$ cat config.mk
export PLATFORM = sky130hd
export DESIGN_NAME = ldpc_encoder_top_flat
export DESIGN_NICKNAME = d
export VERILOG_FILES = /design/src/rtl/ldpc_code_pkg.sv /design/src/rtl/axi_stream_if.sv /design/src/rtl/ldpc_parity_unit.sv /design/src/rtl/ldpc_encoder_top.sv /design/src/flat_wrapper.sv
export SDC_FILE = /design/constraint.sdc
export NUM_CORES = 1
export LEC_CHECK = 0
export BUFFER_PORTS_ARGS = -buffer_cell sky130_fd_sc_hd__buf_2
export CORE_ASPECT_RATIO = 1.75
export CORE_MARGIN = 5
export CORE_UTILIZATION = 49
export DETAILED_ROUTE_END_ITERATION = 12
export GPL_TIMING_DRIVEN = 0
export PLACE_DENSITY = 0.68
export RECOVER_POWER = 50
export SYNTH_ARGS = -nofsm -noshare
export SYNTH_HDL_FRONTEND = slang
export SYNTH_HIERARCHICAL = 1
export SYNTH_SLANG_ARGS = --single-unit
$ cat constraint.sdc
create_clock -name clk -period 2.23 [get_ports clk]
set_clock_uncertainty 0.2 [all_clocks]
set_input_delay 0 -clock clk [delete_from_list [all_inputs] [get_ports clk]]
set_output_delay 0 -clock clk [all_outputs]
set_load 0.03 [all_outputs]
$ cat src/rtl/ldpc_code_pkg.sv
// Hamming(7,4) code parameters, parity masks and encoder state encoding.
// Mask rows are MSB-first in message order: bit K-1 selects m0.
package ldpc_code_pkg;
    localparam int K        = 4;
    localparam int N_V      = 7;
    localparam int N_P      = N_V - K;
    localparam int INT_SIZE = $clog2(N_V + 1);

    // p0 = m0^m1^m3, p1 = m0^m2^m3, p2 = m1^m2^m3
    localparam logic [N_P-1:0][K-1:0] PARITY_MASK = {4'b0111, 4'b1011, 4'b1101};

    typedef enum logic [1:0] {
        RESET  = 2'd0,
        READ   = 2'd1,
        ENCODE = 2'd2,
        WRITE  = 2'd3
    } state_e;
endpackage

$ cat src/rtl/axi_stream_if.sv
// AXI-stream bundle; WIDTH sets the tdata width seen by the attached modules.
interface axi_stream_if #(
    parameter int WIDTH = 8
) ();
    logic [WIDTH-1:0] tdata;
    logic             tvalid;
    logic             tready;
    logic             tlast;

    modport master (output tdata, output tvalid, output tlast, input tready);
    modport slave  (input tdata, input tvalid, input tlast, output tready);
endinterface

$ cat src/rtl/ldpc_parity_unit.sv
// Combinational single parity bit: XOR of the message bits selected by mask row idx_i.
module ldpc_parity_unit
    import ldpc_code_pkg::*;
(
    input  logic [K-1:0]        msg_i,
    input  logic [INT_SIZE-1:0] idx_i,
    output logic                parity_o
);
    logic [K-1:0] row;

    always_comb begin
        row = '0;
        for (int j = 0; j < N_P; j++) begin
            if (idx_i == INT_SIZE'(j)) row = PARITY_MASK[j];
        end
        parity_o = ^(msg_i & row);
    end
endmodule

$ cat src/rtl/ldpc_encoder_top.sv
// Systematic LDPC encoder: read K bits, one parity bit per cycle for N_P cycles, then
// stream the codeword MSB-first; input stalls (tready=0) from last input beat to last output beat.
module ldpc_encoder_top
    import ldpc_code_pkg::*;
(
    input  logic         clk,
    input  logic         rst,
    axi_stream_if.slave  from_env,
    axi_stream_if.master to_env
);
    localparam int W_IN       = $bits(from_env.tdata);
    localparam int W_OUT      = $bits(to_env.tdata);
    localparam int IN_ITER_N  = (K + W_IN - 1) / W_IN;
    localparam int OUT_ITER_N = (N_V + W_OUT - 1) / W_OUT;
    localparam int OUT_PAD    = (N_V - 1) % W_OUT + 1;

    state_e              state_q;
    logic [K-1:0]        msg_q, msg_d;
    logic [N_P-1:0]      parity_q, parity_d;
    logic [N_V-1:0]      out_q, out_d;
    logic [INT_SIZE-1:0] seg_cnt_q, p_cnt_q;
    logic                tready_q, tvalid_q, tlast_q;
    logic                p_bit;
    logic [W_OUT-1:0]    beat0;

    ldpc_parity_unit u_parity (
        .msg_i    (msg_q),
        .idx_i    (p_cnt_q),
        .parity_o (p_bit)
    );

    always_comb begin
        msg_d    = (msg_q << W_IN) | K'(from_env.tdata);
        parity_d = parity_q;
        // p_j lands at codeword bit K+j, i.e. parity register bit N_P-1-j
        for (int j = 0; j < N_P; j++) begin
            if (p_cnt_q == INT_SIZE'(j)) parity_d[N_P-1-j] = p_bit;
        end
        out_d = (seg_cnt_q == '0) ? (out_q << OUT_PAD) : (out_q << W_OUT);
        beat0 = W_OUT'(out_q[N_V-1 -: OUT_PAD]);
    end

    assign from_env.tready = tready_q;
    assign to_env.tvalid   = tvalid_q;
    assign to_env.tlast    = tlast_q;
    assign to_env.tdata    = !tvalid_q ? '0 :
                             (seg_cnt_q == '0) ? beat0 : out_q[N_V-1 -: W_OUT];

    always_ff @(posedge clk or negedge rst) begin
        if (!rst) begin
            state_q   <= RESET;
            msg_q     <= '0;
            parity_q  <= '0;
            out_q     <= '0;
            seg_cnt_q <= '0;
            p_cnt_q   <= '0;
            tready_q  <= 1'b0;
            tvalid_q  <= 1'b0;
            tlast_q   <= 1'b0;
        end else begin
            case (state_q)
                RESET: begin
                    state_q  <= READ;
                    tready_q <= 1'b1;
                end
                READ: begin
                    if (from_env.tvalid && tready_q) begin
                        msg_q <= msg_d;
                        if (seg_cnt_q == INT_SIZE'(IN_ITER_N - 1)) begin
                            seg_cnt_q <= '0;
                            tready_q  <= 1'b0;
                            state_q   <= ENCODE;
                        end else begin
                            seg_cnt_q <= seg_cnt_q + 1'b1;
                        end
                    end
                end
                ENCODE: begin
                    parity_q <= parity_d;
                    if (p_cnt_q == INT_SIZE'(N_P - 1)) begin
                        p_cnt_q  <= '0;
                        out_q    <= {msg_q, parity_d};
                        tvalid_q <= 1'b1;
                        tlast_q  <= (OUT_ITER_N == 1);
                        state_q  <= WRITE;
                    end else begin
                        p_cnt_q <= p_cnt_q + 1'b1;
                    end
                end
                WRITE: begin
                    if (to_env.tready) begin
                        if (seg_cnt_q == INT_SIZE'(OUT_ITER_N - 1)) begin
                            seg_cnt_q <= '0;
                            out_q     <= '0;
                            tvalid_q  <= 1'b0;
                            tlast_q   <= 1'b0;
                            tready_q  <= 1'b1;
                            state_q   <= READ;
                        end else begin
                            out_q     <= out_d;
                            seg_cnt_q <= seg_cnt_q + 1'b1;
                            tlast_q   <= (seg_cnt_q == INT_SIZE'(OUT_ITER_N - 2));
                        end
                    end
                end
                default: state_q <= RESET;
            endcase
        end
    end
endmodule

$ cat src/flat_wrapper.sv
// flat-port wrapper written by rule: the top's interface ports become plain ports
module ldpc_encoder_top_flat import ldpc_code_pkg::*;
  (clk, rst, from_env_tdata, from_env_tvalid, from_env_tlast, from_env_tready, to_env_tdata, to_env_tvalid, to_env_tlast, to_env_tready);
  axi_stream_if #(.WIDTH(4)) from_env_i ();
  axi_stream_if #(.WIDTH(4)) to_env_i ();
  input  logic clk;
  input  logic rst;
  input wire logic [$bits(from_env_i.tdata)-1:0] from_env_tdata;
  input wire logic [$bits(from_env_i.tvalid)-1:0] from_env_tvalid;
  input wire logic [$bits(from_env_i.tlast)-1:0] from_env_tlast;
  output wire logic [$bits(from_env_i.tready)-1:0] from_env_tready;
  output wire logic [$bits(to_env_i.tdata)-1:0] to_env_tdata;
  output wire logic [$bits(to_env_i.tvalid)-1:0] to_env_tvalid;
  output wire logic [$bits(to_env_i.tlast)-1:0] to_env_tlast;
  input wire logic [$bits(to_env_i.tready)-1:0] to_env_tready;
  assign from_env_i.tdata = from_env_tdata;
  assign from_env_i.tvalid = from_env_tvalid;
  assign from_env_i.tlast = from_env_tlast;
  assign from_env_tready = from_env_i.tready;
  assign to_env_tdata = to_env_i.tdata;
  assign to_env_tvalid = to_env_i.tvalid;
  assign to_env_tlast = to_env_i.tlast;
  assign to_env_i.tready = to_env_tready;
  ldpc_encoder_top u_core (.clk(clk), .rst(rst), .from_env(from_env_i), .to_env(to_env_i));
endmodule
Yosys cells after proc, flatten, opt, wreduce, memory -nomap -nowiden
Index checks and enable logic that the tools add are counted.
{ "op_classes": {"bitwise_logic": 1, "n_addsub": 2, "n_eq_ne": 11, "n_mux": 38, "reduce_logical": 14} }
{ "ops": {"columns": ["operator", "n"], "rows": [
  ["$mux 7", 4],
  ["$mux 4", 5],
  ["$mux 3", 5],
  ["$pmux 7 s2", 1],
  ["$mux 1", 13],
  ["$mux 2", 5],
  ["$reduce_and 5->1", 2],
  ["$ne 2x1->1 const B", 4],
  ["$pmux 2 s4", 1],
  ["$add 3x1->3 const B", 2],
  ["$eq 3x1->1 const B", 2],
  ["$logic_not 3->1", 2],
  ["$pmux 3 s2", 1],
  ["$reduce_and 3->1", 2],
  ["$and 4x4->4", 1],
  ["$eq 2x2->1 const B", 2],
  ["$pmux 1 s2", 2],
  ["$reduce_and 4->1", 1],
  ["$reduce_bool 2->1", 2],
  ["$reduce_xor 4->1", 1],
  ["$eq 3x2->1 const B", 1],
  ["$pmux 1 s3", 1],
  ["$reduce_bool 3->1", 1],
  ["$eq 2x1->1 const B", 1],
  ["4 further kinds", 4]
]} }
{ "totals": {"regBits": 25} }

Longest topological paths before layout
Gate-level depths: netlist of run 1.
{ "depth": {"word_depth": 9, "mapped_depth": 6, "ltp_nobuf": 5} }

By module
Netlist of run 1, hierarchy kept.
{ "modules_own_cells": {"columns": ["mod", "n_inst", "seq_area_each_um2", "area_per_inst_um2", "cells_each"], "rows": [
  ["ldpc_encoder_top", 1, 600.6, 1467.7, 135],
  ["ldpc_parity_unit", 1, 0.0, 62.6, 7]
]} }

Least setup slack after synthesis of run 1
No wires, ideal clock.
{ "synth_path": {"path_kind": "register -> register", "startpoint": "register u_core.p_cnt_q[0]", "endpoint": "register u_core.out_q[3]", "setup_slack_ns": 0.347, "setup_ns": 0.125, "stages_incl_launch_ff": 6, "required_time_ns": 1.905, "period_less_slack_ns": 1.883, "arrival_ns": 1.558, "path_buffers": 2, "cell_sequence": "dfrtp_1 > buf_6 > or3b_1 > buf_6 > a21oi_4 > mux2_4"} }
{ "synth_via": {"elab_chain_cells": 3} }
{ "synth_rtl": {"columns": ["element", "line_no", "text"], "rows": [
  ["from (decl)", "ldpc_encoder_top.sv:21", "logic [INT_SIZE-1:0] seg_cnt_q, p_cnt_q;"],
  ["from (signal assigned)", "ldpc_encoder_top.sv:87", "p_cnt_q <= p_cnt_q + 1'b1;"],
  ["$eq 3x2->1", "ldpc_encoder_top.sv:80", "if (p_cnt_q == INT_SIZE'(N_P - 1)) begin"],
  ["$ne 2x1->1 (no line)", null, null],
  ["$reduce_and 3->1 (no line)", null, null],
  ["to (signal assigned)", "ldpc_encoder_top.sv:82", "out_q <= {msg_q, parity_d};"],
  ["to (signal assigned)", "ldpc_encoder_top.sv:100", "out_q <= out_d;"],
  ["to (decl)", "ldpc_encoder_top.sv:20", "logic [N_V-1:0] out_q, out_d;"]
]} }
Every way passes these cells.
A chain may end at the register's enable or synchronous reset.

Worst setup path after layout of run 1
{ "layout_path": {"startpoint": "register u_core.p_cnt_q[0]", "endpoint": "register u_core.tlast_q (netlist: u_core/to_env.tlast)"} }
{ "layout_via": {"elab_chain_cells": 3} }
{ "layout_rtl": {"columns": ["element", "line_no", "text"], "rows": [
  ["$eq 3x2->1", "ldpc_encoder_top.sv:80", null],
  ["$ne 2x1->1 (no line)", null, null],
  ["$reduce_and 3->1 (no line)", null, null],
  ["to (signal assigned)", "ldpc_encoder_top.sv:84", "tlast_q <= (OUT_ITER_N == 1);"],
  ["to (signal assigned)", "ldpc_encoder_top.sv:102", "tlast_q <= (seg_cnt_q == INT_SIZE'(OUT_ITER_N - 2));"],
  ["to (decl)", "ldpc_encoder_top.sv:22", "logic tready_q, tvalid_q, tlast_q;"]
]} }
Every way passes these cells.

==> impl_metrics.env, run 1 <==
export IMPL_irDropWorstVdd_uv=802
export IMPL_final_antenna_net_count=0
export IMPL_power_clock_fraction=0.094
export IMPL_die_y_um=83.9
export IMPL_swShare=0.442
export IMPL_setup_viol=0
export IMPL_endpoint_kind="flip-flop"
export IMPL_async_flop_share=1.00
export IMPL_num_io_pins=16
export IMPL_synth_distinct_cells=41
export IMPL_leakage_nw=0.808
export IMPL_grt_pass1_vias=1262
export IMPL_syn_cell_area_sq_um=1530
export IMPL_path_delay_family="flip-flops"
export IMPL_crit_arrival_ps=1970
export IMPL_tns_ps=0
export IMPL_syn_num_nets=157
export IMPL_synth_common_cells="24 x dfrtp_1, 13 x inv_1, 11 x mux2i_1"
export IMPL_drive_above_1_share=0.224
export IMPL_antenna_found_initial=0
export IMPL_routedWlPerCell_um=15.6
export IMPL_hold_class="primary input to flip-flop"
export IMPL_routabilityCongestion=0.823
export IMPL_coreArea_sq_um=3070
export IMPL_synthToLayoutAreaGrowth_pct=14.4
export IMPL_whs_path_depth=4
export IMPL_yosys_cell_count_top_type="dfrtp_1"
export IMPL_worst_slack_ps=213
export IMPL_worstMarginPinSlew_ps=1260
export IMPL_critPathMaxFanout=8
export IMPL_synth_top_cell_by_area="dfrtp_1"
export IMPL_synth_cells=142
export IMPL_grt_overflow=0
export IMPL_synth_top_cells_by_area="dfrtp_1 39%, mux2i_1 7.2%, ha_1 4.9%"
export IMPL_die_area_sq_um=4380
export IMPL_min_from="to_env_tready"
export IMPL_cts_sinks=24
export IMPL_hold_end="u_core/seg_cnt_q[2]$_DFFE_PN0P_"
export IMPL_drc=0
export IMPL_grt_start_max_net_pins=25
export IMPL_clock_path_buffers=2
export IMPL_drt_iter0_drc=26
export IMPL_cap_violations=0
export IMPL_pwr_share_comb=0.604
export IMPL_p_sw_mw=1.17
export IMPL_root_buffer="clkbuf_8"
export IMPL_min_period_ps=2020
export IMPL_dr_pass1_iters=4
export IMPL_wl_um=3250
export IMPL_htree_levels=1
export IMPL_ys_seq_area_frac=0.392
export IMPL_worstSetupPathType="flip-flop to flip-flop"
export IMPL_fp_row_count=27
export IMPL_slew_headroom=0.163
export IMPL_fin_crit_sh=0.904
export IMPL_synth_top_area_frac=0.392
export IMPL_slowest_stage="dfrtp_1"
export IMPL_cp_common_cell="buf_6"
export IMPL_crit_chain="buf_6 > or3b_1 > buf_6 > a21oi_4 > mux2_4"
export IMPL_r2r_cells=5
export IMPL_ys_ff_latch=24
export IMPL_rsz0062_at_grt="false"
export IMPL_outcome="complete, no violations"
export IMPL_maxSlewViolCount=0
export IMPL_clk_latency_ps=260
export IMPL_p_int_mw=1.47
export IMPL_die_width_um=52.2
export IMPL_path_clk_slew_ps=80
export IMPL_pre_cts_slack_ps=217
export IMPL_rrSetupSlack_ps=210
export IMPL_max_stage_delay_ps=430
export IMPL_synth_area_per_cell_sq_um=10.8
export IMPL_synth_ff_type="dfrtp_1"
export IMPL_viasPerCell=5.57
export IMPL_diodes=0
export IMPL_cts_tree="done"
export IMPL_initial_core_util=0.498
export IMPL_finalHoldViolations=0
export IMPL_grt_pass1_wl_um=5780
export IMPL_reg2reg_from="u_core/p_cnt_q[0]$_DFFE_PN0P_"
export IMPL_cp_buffers_inverters=2
export IMPL_reg2reg_to="u_core/to_env.tlast$_DFFE_PN0P_"
export IMPL_yosys_warnings=6
export IMPL_power_per_cell_area_nw_per_um2=1510
export IMPL_dpl_hpwl_um=2390
export IMPL_via_count=1159
export IMPL_numCtsBuffers=3
export IMPL_numPortBuffers=14
export IMPL_layout_nets=182
export IMPL_fmax_mhz=496
export IMPL_startpoint_type="flip-flop"
export IMPL_cp_data_required_time_ps=2180
export IMPL_fillers=287
export IMPL_track_usage=0.169
export IMPL_synth_edf_count=0
export IMPL_seqPwrFrac=0.302
==> worst max path at each step <==
stage,cells past startpoint,start,endpoint,slack [ps]
CTS,5,u_core/p_cnt_q[0]$_DFFE_PN0P_,u_core/to_env.tlast$_DFFE_PN0P_,210
global placement,5,u_core/p_cnt_q[0]$_DFFE_PN0P_,u_core/to_env.tlast$_DFFE_PN0P_,240
finish,5,u_core/p_cnt_q[0]$_DFFE_PN0P_,u_core/to_env.tlast$_DFFE_PN0P_,210
detailed placement,5,u_core/p_cnt_q[0]$_DFFE_PN0P_,u_core/to_env.tlast$_DFFE_PN0P_,220
floorplan,5,u_core/p_cnt_q[0]$_DFFE_PN0P_,u_core/out_q[3]$_DFFE_PN0P_,350
global route,6,u_core/state_q[1]$_DFFE_PN0P_,u_core/seg_cnt_q[1]$_DFFE_PN0P_,90
==> layer usage <==
layer  routed length (um)  GRT usage
met1                 1320      0.196
met2                 1790      0.299
met3                   96     0.0233
met4                   44     0.0651
met5                    0          0
==> final cells by class <==
class                   count  area [sq um]  area share
flip-flops and latches     24           601       0.343
clock buffers               3          41.3      0.0236
plain buffers              10          73.8      0.0422
repair buffers             20           125      0.0715
multi-input cells          95           807       0.461
inverters                  13          48.8      0.0279
well taps                  43          53.8      0.0307
==> repair_timing <==
item / 4_1_cts / 5_1_grt
resized for setup: 0 / 0
hold endpoints to repair: 29 / 0
hold buffers: 6 / 0
buffers inserted: 0 / 0
==> state kept, by name, indices dropped and copies added (netlist names) <==
| register | count |
|---|---|
| u_core/out_q | 7 |
| u_core/to_env.tlast | 1 |
| u_core/parity_q | 2 |
| u_core/seg_cnt_q | 3 |
| u_core/from_env.tready | 1 |
| u_core/state_q | 2 |
| u_core/to_env.tvalid | 1 |
| u_core/p_cnt_q | 3 |
| u_core/msg_q | 4 |
==> stage by stage <==
step	std cells	area, sq um	total power [mW]	hold WS, ps	util
global placement	199	1650	2.31	-194	0.538
floorplan	142	1530	2.01	-496	-
CTS	208	1760	2.65	68.8	0.571
detailed placement	199	1650	2.39	-182	0.538
finish	208	1750	2.64	94.4	0.569
global route	208	1750	2.84	116	0.569
==> power by group through the flow <==
| stage | logic [mW] | clock network (mW) | registers (mW) |
|---|---|---|---|
| 2_1_floorplan | 1.23 | 0 | 0.787 |
| 3_3_place_gp | 1.53 | 0 | 0.783 |
| 3_5_place_dp | 1.59 | 0 | 0.801 |
| 4_1_cts | 1.60 | 0.263 | 0.795 |
| 5_1_grt | 1.74 | 0.284 | 0.823 |
| 6_report | 1.59 | 0.248 | 0.795 |
==> worst reg2reg max path: stages, from the launching register on <==
cell	delay, ps
dfrtp_1	430
buf_6	160
or3b_1	360
buf_6	150
a21oi_4	280
mux2_4	330
==> placed cells by master (no fill, tap or decap), types with 5 or more instances in the layout <==
master / instances
mux2_2: 6
inv_1: 13
nand2_1: 6
mux2i_1: 11
nor2_1: 7
dlygate4sd3_1: 6
o21ai_0: 6
ha_1: 6
buf_2: 12
mux2_4: 5
clkbuf_1: 6
dfrtp_1: 24
==> logic make-up after synthesis <==
family | synth area share
AO/OA/AOI/OAI | 0.141
XOR/XNOR | 0.0286
adder cells (fa/ha/maj) | 0.0491
buffers and inverters | 0.0801
flip-flops | 0.392
multiplexers | 0.165
AND/OR/NAND/NOR | 0.143
Note: power is estimated with default switching activity, not from simulation.
==> run 2: changes to the inputs <==
Settings changed: CORE_UTILIZATION 49 to 50, PLACE_DENSITY 0.68 to 0.69.
==> run 2 against run 1 <==
Worst setup slack lost 27 ps. Design area down 1.0%. Via count down 1.2%. First-iteration DRC count increased by 27%. Critical path type unchanged. Largest cell class unchanged. Largest power group unchanged.
==> impl_metrics.env, run 2 (synthesized netlist as in run 1, its figures left out) <==
export IMPL_hold_class="primary input to flip-flop"
export IMPL_numPortBuffers=14
export IMPL_antenna_found_initial=0
export IMPL_path_clk_slew_ps=70
export IMPL_root_buffer="clkbuf_8"
export IMPL_viasPerCell=5.93
export IMPL_worstSetupPathType="flip-flop to flip-flop"
export IMPL_grt_pass1_wl_um=5440
export IMPL_largest_reg_flops=7
export IMPL_worst_slack_ps=187
export IMPL_cts_sinks=24
export IMPL_diodes=0
export IMPL_cp_data_required_time_ps=2240
export IMPL_synthToLayoutAreaGrowth_pct=13.2
export IMPL_rsz0062_at_grt="false"
export IMPL_track_usage=0.162
export IMPL_min_period_ps=2040
export IMPL_setup_viol=0
export IMPL_via_count=1145
export IMPL_die_width_um=51.8
export IMPL_final_common_cell="dfrtp_1"
export IMPL_die_y_um=83.2
export IMPL_wl_um=3080
export IMPL_final_antenna_net_count=0
export IMPL_endpoint_kind="flip-flop"
export IMPL_routedWlPerCell_um=16.0
export IMPL_r2r_cells=5
export IMPL_initial_core_util=0.523
export IMPL_fmax_mhz=489
export IMPL_grt_start_max_net_pins=25
export IMPL_numCtsBuffers=3
export IMPL_final_cell_mix="24 x dfrtp_1, 13 x inv_1, 12 x buf_2, 11 x mux2i_1, 7 x nor2_1"
export IMPL_fin_crit_sh=0.916
export IMPL_outcome="complete, no violations"
export IMPL_whs_path_depth=4
export IMPL_htree_levels=1
export IMPL_drive_above_1_share=0.224
export IMPL_clock_path_buffers=2
export IMPL_dr_pass1_iters=4
export IMPL_fillers=268
export IMPL_top_register="u_core/out_q"
export IMPL_maxSlewViolCount=0
export IMPL_layout_nets=182
export IMPL_power_per_cell_area_nw_per_um2=1510
export IMPL_clk_latency_ps=260
export IMPL_worstMarginPinSlew_ps=1270
export IMPL_cts_tree="done"
export IMPL_finalHoldViolations=0
export IMPL_die_area_sq_um=4310
export IMPL_critPathMaxFanout=9
export IMPL_cap_violations=0
export IMPL_grt_pass1_vias=1231
export IMPL_num_io_pins=16
export IMPL_routabilityCongestion=0.836
export IMPL_largestRegisters="u_core/out_q: 7 flops, u_core/msg_q: 4 flops"
export IMPL_tns_ps=0
export IMPL_startpoint_type="flip-flop"
export IMPL_coreArea_sq_um=2930
export IMPL_leakage_nw=0.808
export IMPL_slew_headroom=0.151
export IMPL_drt_iter0_drc=33
export IMPL_crit_arrival_ps=2050
export IMPL_pre_cts_slack_ps=178
export IMPL_grt_overflow=0
export IMPL_irDropWorstVdd_uv=869
export IMPL_dpl_hpwl_um=2330
export IMPL_fp_row_count=26
export IMPL_drc=0
## run 2: report_power, final
part           internal (mW)  switching (mW)
logic                  0.732           0.850
clock network          0.121           0.125
registers              0.619           0.168
total                   1.47            1.14
## run 2: timing repair
action	4_1_cts	5_1_grt
buffers inserted	0	0
hold buffers	6	0
endpoints found under the hold margin	29	0
endpoints found under the setup margin	0	1
resized for setup	0	1
## run 2: routing by layer
| layer | global-route usage | share of wire | vias to the layer above |
|---|---|---|---|
| li1 | - | - | 557 |
| met1 | 0.195 | 0.42 | 553 |
| met2 | 0.270 | 0.51 | 26 |
| met3 | 0.0161 | 0.032 | 9 |
| met4 | 0.0883 | 0.034 | 0 |
| met5 | 0 | 0 | - |
## run 2: worst max-delay path, cell delays in order, from the launching register on
cell and delay, ps:
dfrtp_1 410, inv_1 110, ha_1 330, or4bb_1 560, a41oi_1 220, mux2_4 170
## run 2: worst paths after layout
| check | from | endpoint | slack [ps] |
|---|---|---|---|
| worst max-delay path | u_core/seg_cnt_q[0]$_DFFE_PN0P_ | u_core/out_q[6]$_DFFE_PN0P_ | 190 |
| worst min-delay path | to_env_tready | u_core/seg_cnt_q[2]$_DFFE_PN0P_ | 80 |
| worst max register to register | u_core/seg_cnt_q[0]$_DFFE_PN0P_ | u_core/out_q[6]$_DFFE_PN0P_ | 190 |
| worst min register to register | u_core/to_env.tlast$_DFFE_PN0P_ | u_core/to_env.tlast$_DFFE_PN0P_ | 320 |
| max in group asynchronous | rst | u_core/out_q[6]$_DFFE_PN0P_ | 750 |
| min in group asynchronous | rst | u_core/from_env.tready$_DFFE_PN0P_ | 340 |
## run 2: through the flow
step	area [sq um]	util	hold slack (ps)	power, mW	std cells
global route	1730	0.592	102	2.84	193
finish	1730	0.592	82.1	2.62	193
floorplan	1530	-	-496	2.01	142
detailed placement	1640	0.559	-187	2.39	184
CTS	1740	0.593	58.8	2.65	193
global placement	1640	0.559	-196	2.31	184
## run 2: area by class of cell
class / instances / area, sq um / area share
buffer: 10 / 73.8 / 0.0426
clock buffer: 3 / 41.3 / 0.0238
tap: 28 / 35.0 / 0.0202
sequential: 24 / 601 / 0.347
multi-input combinational: 95 / 808 / 0.466
timing repair buffer: 20 / 125 / 0.0722
inverter: 13 / 48.8 / 0.0282
